===== src/rtl/dmem_pkg.sv =====
`default_nettype none
// ============================================================================
// Module  : dmem_pkg
// Brief   : Shared defaults, lock-state encoding and the memory request
//           record used by the data-memory arbiter slice.
// Revision: 1.0 - initial release
// ============================================================================
package dmem_pkg;

  // Default port widths and lock budget
  localparam int DMEM_ADDR_W   = 32;
  localparam int DMEM_DATA_W   = 32;
  localparam int DMEM_LOCK_MAX = 8;

  // Port-1 ownership state
  typedef enum logic [0:0] {
    UNLOCKED = 1'b0,
    LOCKED   = 1'b1
  } lock_state_e;

  // One memory access as presented by a requester
  typedef struct packed {
    logic                   we;
    logic [DMEM_ADDR_W-1:0] addr;
    logic [DMEM_DATA_W-1:0] wdata;
  } mem_req_t;

endpackage
`default_nettype wire


===== src/rtl/dmem_arbiter_if.sv =====
`default_nettype none
// ============================================================================
// Module  : dmem_arbiter_if
// Brief   : Two-requester data-memory bus. Port 0 is the core MEM stage,
//           port 1 is the DMA engine. The master modport is the requester
//           side, the slave modport is the arbiter side.
// Revision: 1.0 - initial release
// ============================================================================
interface dmem_arbiter_if #(
  parameter int ADDR_W = 32,
  parameter int DATA_W = 32
);

  logic              m0_req;
  logic              m0_we;
  logic [ADDR_W-1:0] m0_addr;
  logic [DATA_W-1:0] m0_wdata;
  logic              m0_gnt;
  logic              m0_stall;
  logic              m0_rvalid;
  logic [DATA_W-1:0] m0_rdata;

  logic              m1_req;
  logic              m1_we;
  logic [ADDR_W-1:0] m1_addr;
  logic [DATA_W-1:0] m1_wdata;
  logic              m1_lock;
  logic              m1_gnt;
  logic              m1_rvalid;
  logic [DATA_W-1:0] m1_rdata;

  modport master (
    output m0_req, m0_we, m0_addr, m0_wdata,
    output m1_req, m1_we, m1_addr, m1_wdata, m1_lock,
    input  m0_gnt, m0_stall, m0_rvalid, m0_rdata,
    input  m1_gnt, m1_rvalid, m1_rdata
  );

  modport slave (
    input  m0_req, m0_we, m0_addr, m0_wdata,
    input  m1_req, m1_we, m1_addr, m1_wdata, m1_lock,
    output m0_gnt, m0_stall, m0_rvalid, m0_rdata,
    output m1_gnt, m1_rvalid, m1_rdata
  );

endinterface
`default_nettype wire


===== src/rtl/dmem_arbiter_rr_arb2.sv =====
`default_nettype none
// ============================================================================
// Module  : rr_arb2
// Brief   : Two-way combinational arbiter. A lone request always wins; on
//           contention the port named by prio wins.
// Revision: 1.0 - initial release
// ============================================================================
module rr_arb2 (
  input  wire logic [1:0] req,
  input  wire logic       prio,
  output logic      [1:0] gnt
);

  // Port 0 loses only when port 1 also requests and holds priority
  always_comb begin
    gnt    = 2'b00;
    gnt[0] = req[0] & (~req[1] | ~prio);
    gnt[1] = req[1] & (~req[0] |  prio);
  end

endmodule
`default_nettype wire


===== src/rtl/dmem_arbiter.sv =====
`default_nettype none
// ============================================================================
// Module  : dmem_arbiter
// Brief   : Arbitrates a single-port synchronous data RAM between the core
//           (port 0) and a DMA engine (port 1). Same-cycle grant, round-robin
//           on contention, bounded port-1 lock, one-cycle read return.
//           Optional contention counters: define DMEM_ARB_STATS_EN.
// Revision: 1.0 - initial release
// ============================================================================
module dmem_arbiter
  import dmem_pkg::*;
#(
  parameter int ADDR_W   = DMEM_ADDR_W,
  parameter int DATA_W   = DMEM_DATA_W,
  parameter int LOCK_MAX = DMEM_LOCK_MAX
) (
  input  wire logic              clk,
  input  wire logic              rst_n,
  dmem_arbiter_if.slave          bus,
  output logic                   mem_en,
  output logic                   mem_we,
  output logic      [ADDR_W-1:0] mem_addr,
  output logic      [DATA_W-1:0] mem_wdata,
  input  wire logic [DATA_W-1:0] mem_rdata,
  output logic      [31:0]       stall_cnt0,
  output logic      [31:0]       stall_cnt1
);

  // Lock counter is one bit wider in the increment so LOCK_MAX itself fits
  localparam int                c_cnt_w    = $clog2(LOCK_MAX + 1);
  localparam logic [c_cnt_w:0]  c_lock_max = (c_cnt_w + 1)'(LOCK_MAX);
  localparam logic [c_cnt_w:0]  c_cnt_one  = (c_cnt_w + 1)'(1);

  logic [1:0]         w_req;
  logic [1:0]         w_gnt;
  logic               w_prio_eff;
  logic               w_stall0;
  logic               w_stall1;
  logic               w_rvalid0;
  logic               w_rvalid1;

  lock_state_e        r_lock_state;
  lock_state_e        w_lock_state_nxt;
  logic [c_cnt_w-1:0] r_lock_cnt;
  logic [c_cnt_w-1:0] w_lock_cnt_nxt;
  logic [c_cnt_w:0]   w_cnt_inc;
  logic               r_prio;
  logic               w_prio_nxt;
  logic               r_rd_pend;
  logic               r_rd_owner;

  // Requests are masked during reset so nothing is granted while rst_n is low
  assign w_req      = {bus.m1_req, bus.m0_req} & {2{rst_n}};
  assign w_prio_eff = (r_lock_state == LOCKED) ? 1'b1 : r_prio;

  rr_arb2 u_rr_arb2 (
    .req  (w_req),
    .prio (w_prio_eff),
    .gnt  (w_gnt)
  );

  assign bus.m0_gnt   = w_gnt[0];
  assign bus.m1_gnt   = w_gnt[1];
  assign w_stall0     = w_req[0] & ~w_gnt[0];
  assign w_stall1     = w_req[1] & ~w_gnt[1];
  assign bus.m0_stall = w_stall0;

  // Memory command is an AND-OR of the one-hot grant, so idle drives zero
  assign mem_en    = |w_gnt;
  assign mem_we    = (w_gnt[0] & bus.m0_we) | (w_gnt[1] & bus.m1_we);
  assign mem_addr  = ({ADDR_W{w_gnt[0]}} & bus.m0_addr)
                   | ({ADDR_W{w_gnt[1]}} & bus.m1_addr);
  assign mem_wdata = ({DATA_W{w_gnt[0]}} & bus.m0_wdata)
                   | ({DATA_W{w_gnt[1]}} & bus.m1_wdata);

  // Lock / priority state register
  always_ff @(posedge clk or negedge rst_n) begin
    if (!rst_n) begin
      r_lock_state <= UNLOCKED;
      r_lock_cnt   <= '0;
      r_prio       <= 1'b0;
    end else begin
      r_lock_state <= w_lock_state_nxt;
      r_lock_cnt   <= w_lock_cnt_nxt;
      r_prio       <= w_prio_nxt;
    end
  end

  // Next lock state, lock count and round-robin pointer
  always_comb begin
    w_lock_state_nxt = r_lock_state;
    w_lock_cnt_nxt   = r_lock_cnt;
    w_prio_nxt       = r_prio;
    w_cnt_inc        = {1'b0, r_lock_cnt} + c_cnt_one;

    if (w_gnt[0]) begin
      w_prio_nxt = 1'b1;
    end else if (w_gnt[1]) begin
      w_prio_nxt = 1'b0;
    end

    if (w_gnt[1] && bus.m1_lock) begin
      // The entering grant counts, so the budget covers LOCK_MAX grants total
      if (w_cnt_inc >= c_lock_max) begin
        w_lock_state_nxt = UNLOCKED;
        w_lock_cnt_nxt   = '0;
        w_prio_nxt       = 1'b0;
      end else begin
        w_lock_state_nxt = LOCKED;
        w_lock_cnt_nxt   = w_cnt_inc[c_cnt_w-1:0];
        w_prio_nxt       = 1'b1;
      end
    end else if (r_lock_state == LOCKED) begin
      // Port 1 dropped its request or its lock
      w_lock_state_nxt = UNLOCKED;
      w_lock_cnt_nxt   = '0;
    end
  end

  // Read-return tracking: pending flag plus owner tag, one cycle deep
  always_ff @(posedge clk or negedge rst_n) begin
    if (!rst_n) begin
      r_rd_pend  <= 1'b0;
      r_rd_owner <= 1'b0;
    end else begin
      r_rd_pend  <= mem_en & ~mem_we;
      r_rd_owner <= w_gnt[1];
    end
  end

  assign w_rvalid0     = r_rd_pend & ~r_rd_owner;
  assign w_rvalid1     = r_rd_pend &  r_rd_owner;
  assign bus.m0_rvalid = w_rvalid0;
  assign bus.m1_rvalid = w_rvalid1;
  assign bus.m0_rdata  = w_rvalid0 ? mem_rdata : '0;
  assign bus.m1_rdata  = w_rvalid1 ? mem_rdata : '0;

`ifdef DMEM_ARB_STATS_EN
  logic [31:0] r_stall_cnt0;
  logic [31:0] r_stall_cnt1;

  // Saturating per-port contention counters
  always_ff @(posedge clk or negedge rst_n) begin
    if (!rst_n) begin
      r_stall_cnt0 <= '0;
      r_stall_cnt1 <= '0;
    end else begin
      if (w_stall0 && (r_stall_cnt0 != 32'hFFFF_FFFF)) begin
        r_stall_cnt0 <= r_stall_cnt0 + 32'd1;
      end
      if (w_stall1 && (r_stall_cnt1 != 32'hFFFF_FFFF)) begin
        r_stall_cnt1 <= r_stall_cnt1 + 32'd1;
      end
    end
  end

  assign stall_cnt0 = r_stall_cnt0;
  assign stall_cnt1 = r_stall_cnt1;
`else
  assign stall_cnt0 = '0;
  assign stall_cnt1 = '0;
`endif

endmodule
`default_nettype wire


===== src/flat_wrapper.sv =====
// flat-port wrapper written by rule: the top's interface ports become plain ports
module dmem_arbiter_flat import dmem_pkg::*;
#(
  parameter int ADDR_W   = DMEM_ADDR_W,
  parameter int DATA_W   = DMEM_DATA_W,
  parameter int LOCK_MAX = DMEM_LOCK_MAX
)
  (clk, rst_n, mem_en, mem_we, mem_addr, mem_wdata, mem_rdata, stall_cnt0, stall_cnt1, bus_m0_req, bus_m0_we, bus_m0_addr, bus_m0_wdata, bus_m1_req, bus_m1_we, bus_m1_addr, bus_m1_wdata, bus_m1_lock, bus_m0_gnt, bus_m0_stall, bus_m0_rvalid, bus_m0_rdata, bus_m1_gnt, bus_m1_rvalid, bus_m1_rdata);
  dmem_arbiter_if #(.ADDR_W(ADDR_W), .DATA_W(DATA_W)) bus_i ();
  input  wire logic clk;
  input  wire logic rst_n;
  output logic mem_en;
  output logic mem_we;
  output logic      [ADDR_W-1:0] mem_addr;
  output logic      [DATA_W-1:0] mem_wdata;
  input  wire logic [DATA_W-1:0] mem_rdata;
  output logic      [31:0] stall_cnt0;
  output logic      [31:0] stall_cnt1;
  input wire logic [$bits(bus_i.m0_req)-1:0] bus_m0_req;
  input wire logic [$bits(bus_i.m0_we)-1:0] bus_m0_we;
  input wire logic [$bits(bus_i.m0_addr)-1:0] bus_m0_addr;
  input wire logic [$bits(bus_i.m0_wdata)-1:0] bus_m0_wdata;
  input wire logic [$bits(bus_i.m1_req)-1:0] bus_m1_req;
  input wire logic [$bits(bus_i.m1_we)-1:0] bus_m1_we;
  input wire logic [$bits(bus_i.m1_addr)-1:0] bus_m1_addr;
  input wire logic [$bits(bus_i.m1_wdata)-1:0] bus_m1_wdata;
  input wire logic [$bits(bus_i.m1_lock)-1:0] bus_m1_lock;
  output wire logic [$bits(bus_i.m0_gnt)-1:0] bus_m0_gnt;
  output wire logic [$bits(bus_i.m0_stall)-1:0] bus_m0_stall;
  output wire logic [$bits(bus_i.m0_rvalid)-1:0] bus_m0_rvalid;
  output wire logic [$bits(bus_i.m0_rdata)-1:0] bus_m0_rdata;
  output wire logic [$bits(bus_i.m1_gnt)-1:0] bus_m1_gnt;
  output wire logic [$bits(bus_i.m1_rvalid)-1:0] bus_m1_rvalid;
  output wire logic [$bits(bus_i.m1_rdata)-1:0] bus_m1_rdata;
  assign bus_i.m0_req = bus_m0_req;
  assign bus_i.m0_we = bus_m0_we;
  assign bus_i.m0_addr = bus_m0_addr;
  assign bus_i.m0_wdata = bus_m0_wdata;
  assign bus_i.m1_req = bus_m1_req;
  assign bus_i.m1_we = bus_m1_we;
  assign bus_i.m1_addr = bus_m1_addr;
  assign bus_i.m1_wdata = bus_m1_wdata;
  assign bus_i.m1_lock = bus_m1_lock;
  assign bus_m0_gnt = bus_i.m0_gnt;
  assign bus_m0_stall = bus_i.m0_stall;
  assign bus_m0_rvalid = bus_i.m0_rvalid;
  assign bus_m0_rdata = bus_i.m0_rdata;
  assign bus_m1_gnt = bus_i.m1_gnt;
  assign bus_m1_rvalid = bus_i.m1_rvalid;
  assign bus_m1_rdata = bus_i.m1_rdata;
  dmem_arbiter #(.ADDR_W(ADDR_W), .DATA_W(DATA_W), .LOCK_MAX(LOCK_MAX)) u_core (.clk(clk), .rst_n(rst_n), .bus(bus_i), .mem_en(mem_en), .mem_we(mem_we), .mem_addr(mem_addr), .mem_wdata(mem_wdata), .mem_rdata(mem_rdata), .stall_cnt0(stall_cnt0), .stall_cnt1(stall_cnt1));
endmodule

===== config.mk =====
export PLATFORM = sky130hd
export DESIGN_NAME = dmem_arbiter_flat
export DESIGN_NICKNAME = d
export VERILOG_FILES = /design/src/rtl/dmem_pkg.sv /design/src/rtl/dmem_arbiter_if.sv /design/src/rtl/dmem_arbiter_rr_arb2.sv /design/src/rtl/dmem_arbiter.sv /design/src/flat_wrapper.sv
export SDC_FILE = /design/constraint.sdc
export NUM_CORES = 1
export LEC_CHECK = 0
export ABC_AREA = 1
export CAP_MARGIN = 10
export CORE_AREA = 2 2 141 143
export CTS_CLUSTER_DIAMETER = 50
export DETAILED_ROUTE_END_ITERATION = 8
export DIE_AREA = 0 0 143 145
export SLEW_MARGIN = 20
export SYNTH_ARGS = -nofsm -noshare
export SYNTH_HDL_FRONTEND = slang
export SYNTH_SLANG_ARGS = --single-unit

===== constraint.sdc =====
create_clock -name clk -period 2.9 [get_ports clk]
set_input_delay 0.87 -clock clk [delete_from_list [all_inputs] [get_ports clk]]
set_output_delay 0.87 -clock clk [all_outputs]
set_load 0.05 [all_outputs]

# Word level (Yosys, flattened, before mapping)
# Cells that the tools add are included.
totals:
  out_inout_bits: 199
  inputBits: 167
  regBits: 8
  wordCells: 46
classes:
  addsub: 1
  magnitude_cmp: 1
  n_mux: 11
  bitwise_logic: 24
  reduce_logical: 4
op_table:
  columns: ["cell", "count"]
  rows:
  - ["AND 32 bit", 4]
  - ["2-to-1 mux 32 bit", 2]
  - ["bitwise OR 32 bit", 2]
  - ["2-to-1 mux 4 bit", 3]
  - ["AND 1 bit", 8]
  - ["2-to-1 mux 1 bit", 6]
  - ["inverter 1 bit", 6]
  - ["adder 4 x 1 -> 5 bit, second input constant", 1]
  - ["greater-or-equal comparator 5 x 4 -> 1 bit, second input constant", 1]
  - ["bitwise OR 1 bit", 3]
  - ["nonzero test 3 bit", 1]
  - ["AND 2 bit", 1]
  - ["nonzero test 2 bit", 1]
  - ["OR reduction 2 bit", 1]
  - ["logical AND 1 bit", 1]

# Longest topological paths before layout
depth:
  word_depth: 8
  mapped_depth: 9
  ltp_nobuf: 7

# Hierarchy
# From an unflattened synthesis, not the netlist that was laid out.
unflattened:
  cells_unflattened: 308
  hier_area_um2: 2010.7
by_module_without_submodules:
  columns: ["mod", "area_per_inst_um2", "instances", "cells_each", "seq_area_each_um2"]
  rows:
  - ["dmem_arbiter", 1990.7, 1, 303, 200.2]
  - ["rr_arb2", 20.0, 1, 5, 0.0]

# Least setup slack after synthesis
# No wires, ideal clock.
synth_timing:
  path_kind: "flip-flop to output port"
  startpoint: "register u_core.r_rd_owner"
  endpoint: "output port bus_m0_rdata[10]"
  slack_ns: -0.137
  arrival_ns: 2.167
  required_ns: 2.030
  stages_incl_launch_ff: 5
  n_path_buf: 1
  path_cell_list: "dfrtp_1 -> nor2_1 -> inv_1 -> clkbuf_1 -> nor2_1"
synth_via:
  elab_chain_cells: 3
synth_lines:
  columns: ["item", "line_no", "source"]
  rows:
  - ["from (decl)", "dmem_arbiter.sv:50", "logic r_rd_owner;"]
  - ["from (signal assigned)", "dmem_arbiter.sv:127", "r_rd_owner <= w_gnt[1];"]
  - ["inverter 1 bit", "dmem_arbiter.sv:131", "assign w_rvalid0 = r_rd_pend & ~r_rd_owner;"]
  - ["AND 1 bit", "dmem_arbiter.sv:131", null]
  - ["named net bus_m0_rvalid", "flat_wrapper.sv:30", "output wire logic [$bits(bus_i.m0_rvalid)-1:0] bus_m0_rvalid;"]
  - ["2-to-1 mux 32 bit", "dmem_arbiter.sv:135", "assign bus.m0_rdata = w_rvalid0 ? mem_rdata : '0;"]
  - ["to (decl)", "flat_wrapper.sv:31", "output wire logic [$bits(bus_i.m0_rdata)-1:0] bus_m0_rdata;"]
# The timed path passes the listed nets, and every way through them passes these cells.

# Worst setup path in the final report
layout_timing:
  startpoint: "input port rst_n"
  endpoint: "output port mem_we"
layout_via:
  elab_chain_cells: 6
  elab_cells_between_ends: 10
  cone_classes: "bitwise (10)"
layout_lines:
  columns: ["item", "line_no", "source"]
  rows:
  - ["from (decl)", "flat_wrapper.sv:11", "input wire logic rst_n;"]
  - ["AND 2 bit *", "dmem_arbiter.sv:53", "assign w_req = {bus.m1_req, bus.m0_req} & {2{rst_n}};"]
  - ["inverter 1 bit, on equally long branches", "dmem_arbiter_rr_arb2.sv:17, dmem_arbiter_rr_arb2.sv:18", null]
  - ["bitwise OR 1 bit, on equally long branches", "dmem_arbiter_rr_arb2.sv:17, dmem_arbiter_rr_arb2.sv:18", null]
  - ["AND 1 bit, on equally long branches", "dmem_arbiter_rr_arb2.sv:17, dmem_arbiter_rr_arb2.sv:18", null]
  - ["AND 1 bit", "dmem_arbiter.sv:70", "assign mem_we = (w_gnt[0] & bus.m0_we) | (w_gnt[1] & bus.m1_we);"]
  - ["bitwise OR 1 bit *", "dmem_arbiter.sv:70", null]
  - ["to (decl)", "flat_wrapper.sv:13", "output logic mem_we;"]
# Mark *: on every way between the ends. The rest lies on a longest branch, timed or not.

==> impl_metrics.py <==
metrics = {
    "sta": {
        "setup-tns-final_ns": 0,
        "period_needed_ns": 2.87,
        "hold_viol": 0,
        "finalSetupViolCount": 0,
        "timing.final.crit_share_pct": 99.0,
        "clock.fmax_mhz": 348,
        "finClkSkew_ns": 0.000365,
        "worst_pin_slew_ns": 0.510,
        "maxSlewViolCount": 0,
        "max-slew-margin-rel_pct": 65.9,
        "rsz0062_at_grt": "yes",
    },
    "cells_and_area": {
        "regArea_um2": 200,
        "final_util_pct": 38.1,
        "layout-drive-gt1-share_pct": 35.4,
        "nNetsFinal": 929,
        "syn_to_final_growth_pct": 228,
        "fillerInstances": 1890,
        "final_area_um2": 7320,
        "multiInputGateArea_um2": 1670,
        "diodes": 0,
    },
    "clock_network": {
        "clk_pin_slew_ns": 0.04,
        "hold_buffers": 0,
        "ctsRootBufferMaster": "clkbuf_16",
        "cts_tree": "yes",
        "numCtsBuffers": 3,
        "h-tree-depth": 1,
        "insertion_delay_ns": 0.23,
        "clockBufferDepth": 2,
        "cts_num_sinks": 8,
    },
    "worst_setup_path": {
        "crit_arrival_ns": 2.00,
        "crit_path_start_kind": "primary input",
        "critPathKind": "in -> out",
        "worstPathMaxFanout": 3,
        "crit_path_end_kind": "output port",
        "cp.required_ns": 2.03,
        "reg2reg_slack_ns": 1.21,
    },
    "pwr": {
        "ir_drop_mv": 0.133,
        "cellPowerDensity_nw_per_um2": 280,
        "leakagePower_nw": 3.47,
    },
    "die": {
        "dieArea_um2": 20700,
        "design.core.area_um2": 19200,
        "fp-row-count": 51,
        "die_h_um": 145,
        "initial_core_util_pct": 11.6,
        "io_pins": 366,
        "die_w_um": 143,
    },
    "logic_synthesis": {
        "synthTopCellsByCount": "nand2_1, nor2_1, buf_4",
        "synth_cell_types": 19,
        "synthTopCellsByArea": "nand2_1, buf_4, nor2_1",
        "yosys_warnings": 0,
        "seq_area_frac_synth_pct": 8.98,
        "yosys_register_bits": 8,
        "synthFlopType": "dfrtp_1",
        "yosys.cell_count.top_type": "nand2_1",
        "synth_top_area_share_pct": 32.7,
        "synth_cells": 434,
        "synth_top_area_cell": "nand2_1",
        "syn_area_per_cell_um2": 5.13,
        "synthArstFlopShare_pct": 100,
        "synth-edff-count": 0,
        "synth_area_um2": 2230,
    },
    "grt": {
        "overflow": 0,
        "grt_max_degree": 34,
        "grt_pass1_wl_mm": 19.1,
        "grt_pass1_vias": 3450,
        "grtUsageTotal_pct": 11.7,
        "antenna_found_initial": 1,
    },
    "run_status": {
        "status": "finished clean",
    },
    "hold_path": {
        "hold_path_class": "reg -> reg",
    },
    "detailed_routing": {
        "drc_errors": 0,
        "drt-total-wl_mm": 13.2,
        "vias": 3529,
        "final_antenna_net_count": 0,
        "drtPass1Iterations": 4,
        "avgViaCountPerCell": 3.45,
        "drt_iter0_drc": 80,
        "wl_per_cell_um": 12.9,
    },
    "placed_design": {
        "dpl-instance-area_um2": 6690,
        "port_buffers": 301,
        "place_congestion": 0.820,
        "dp_hpwl_mm": 10.2,
    },
    "flow_run": {
        "max_cap_viol_count": 0,
    },
}
## metrics by stage
stage          worst slack, ns  power, W  cells  hold WS, ns
3_5_place_dp            -0.350   0.00171   1001        0.518
3_3_place_gp            -0.344   0.00171   1001        0.519
6_report                0.0304   0.00205   1023        0.523
4_1_cts               0.000253   0.00203   1022        0.531
2_1_floorplan           0.0894  0.000980    497        0.474
5_1_grt                -0.0193   0.00213   1023        0.575
## per-layer routing
metal	up-vias	global-route usage [%]	wire length, um
li1	1775	-	-
met1	1562	13.5	4960
met2	180	22.1	7110
met3	10	2.28	1010
met4	2	2.43	108
met5	-	0	13
## layout make-up
class	instances	area share, %
well taps	265	4.53
clock buffers	3	1.03
repair buffers	342	66.3
flip-flops and latches	8	2.74
inverters	46	2.60
multi-input cells	359	22.8
## flip-flops by register name, indices dropped and copies added (netlist names)
signal and count:
u_core.r_lock_state 1, u_core.r_lock_cnt 4, u_core.r_rd_pend 1, u_core.r_prio 1, u_core.r_rd_owner 1
## what timing repair did
item,4_1_cts,5_1_grt
cloned,5,2
setup buffers,13,2
hold endpoints to repair,0,0
gates resized for setup,64,54
pin swaps,5,23
setup endpoints to repair,68,59
## power by group
group	switching (W)	internal (W)	leakage, nW	total, W
clock	0.0000558	0.000178	0.0370	0.000234
sequential	0.0000184	0.000128	0.105	0.000146
combinational	0.000923	0.000746	3.33	0.00167
## worst max-delay path, stage by stage
cell	delay [ns]
buf_2	0.11
nand2_2	0.08
inv_4	0.08
nand2_4	0.06
buf_4	0.14
buf_4	0.12
buf_4	0.12
buf_4	0.12
nand3_1	0.07
nand2_2	0.08
buf_12	0.15
## cell families after synthesis
| logic type | count (synthesis) | share of synthesized area, % |
|---|---|---|
| adders and majority gates | 2 | 1.12 |
| AOI/OAI and AO/OA | 2 | 0.617 |
| DFF | 8 | 8.98 |
| xor gates and xnor gates | 1 | 0.393 |
| buffers and inverters | 130 | 37.8 |
| and+or+nand+nor | 290 | 50.9 |
| other | 1 | 0.168 |
## layout by cell type, fill, tap and decap left out, types with 5 or more instances in the layout
master           instances
nand2_2                 69
buf_4                   24
conb_1                  64
inv_1                   42
dfrtp_1                  8
buf_6                    6
nand2_4                 12
clkbuf_16                5
nand2_1                126
buf_12                 136
nand3_1                 10
nor2_1                  70
clkdlybuf4s50_1        164
buf_16                   5
## worst paths after layout
check                      cells after the start                 start                   end
setup / recovery                              11                 rst_n                mem_we
hold / removal                                 2  u_core.r_lock_cnt[3]  u_core.r_lock_cnt[3]
setup reg to reg                               9   u_core.r_lock_state         u_core.r_prio
hold reg to reg                                2  u_core.r_lock_cnt[3]  u_core.r_lock_cnt[3]
max in group asynchronous                      2                 rst_n         u_core.r_prio
min in group asynchronous                      2                 rst_n      u_core.r_rd_pend
Note: power is estimated with default switching activity, not from simulation.
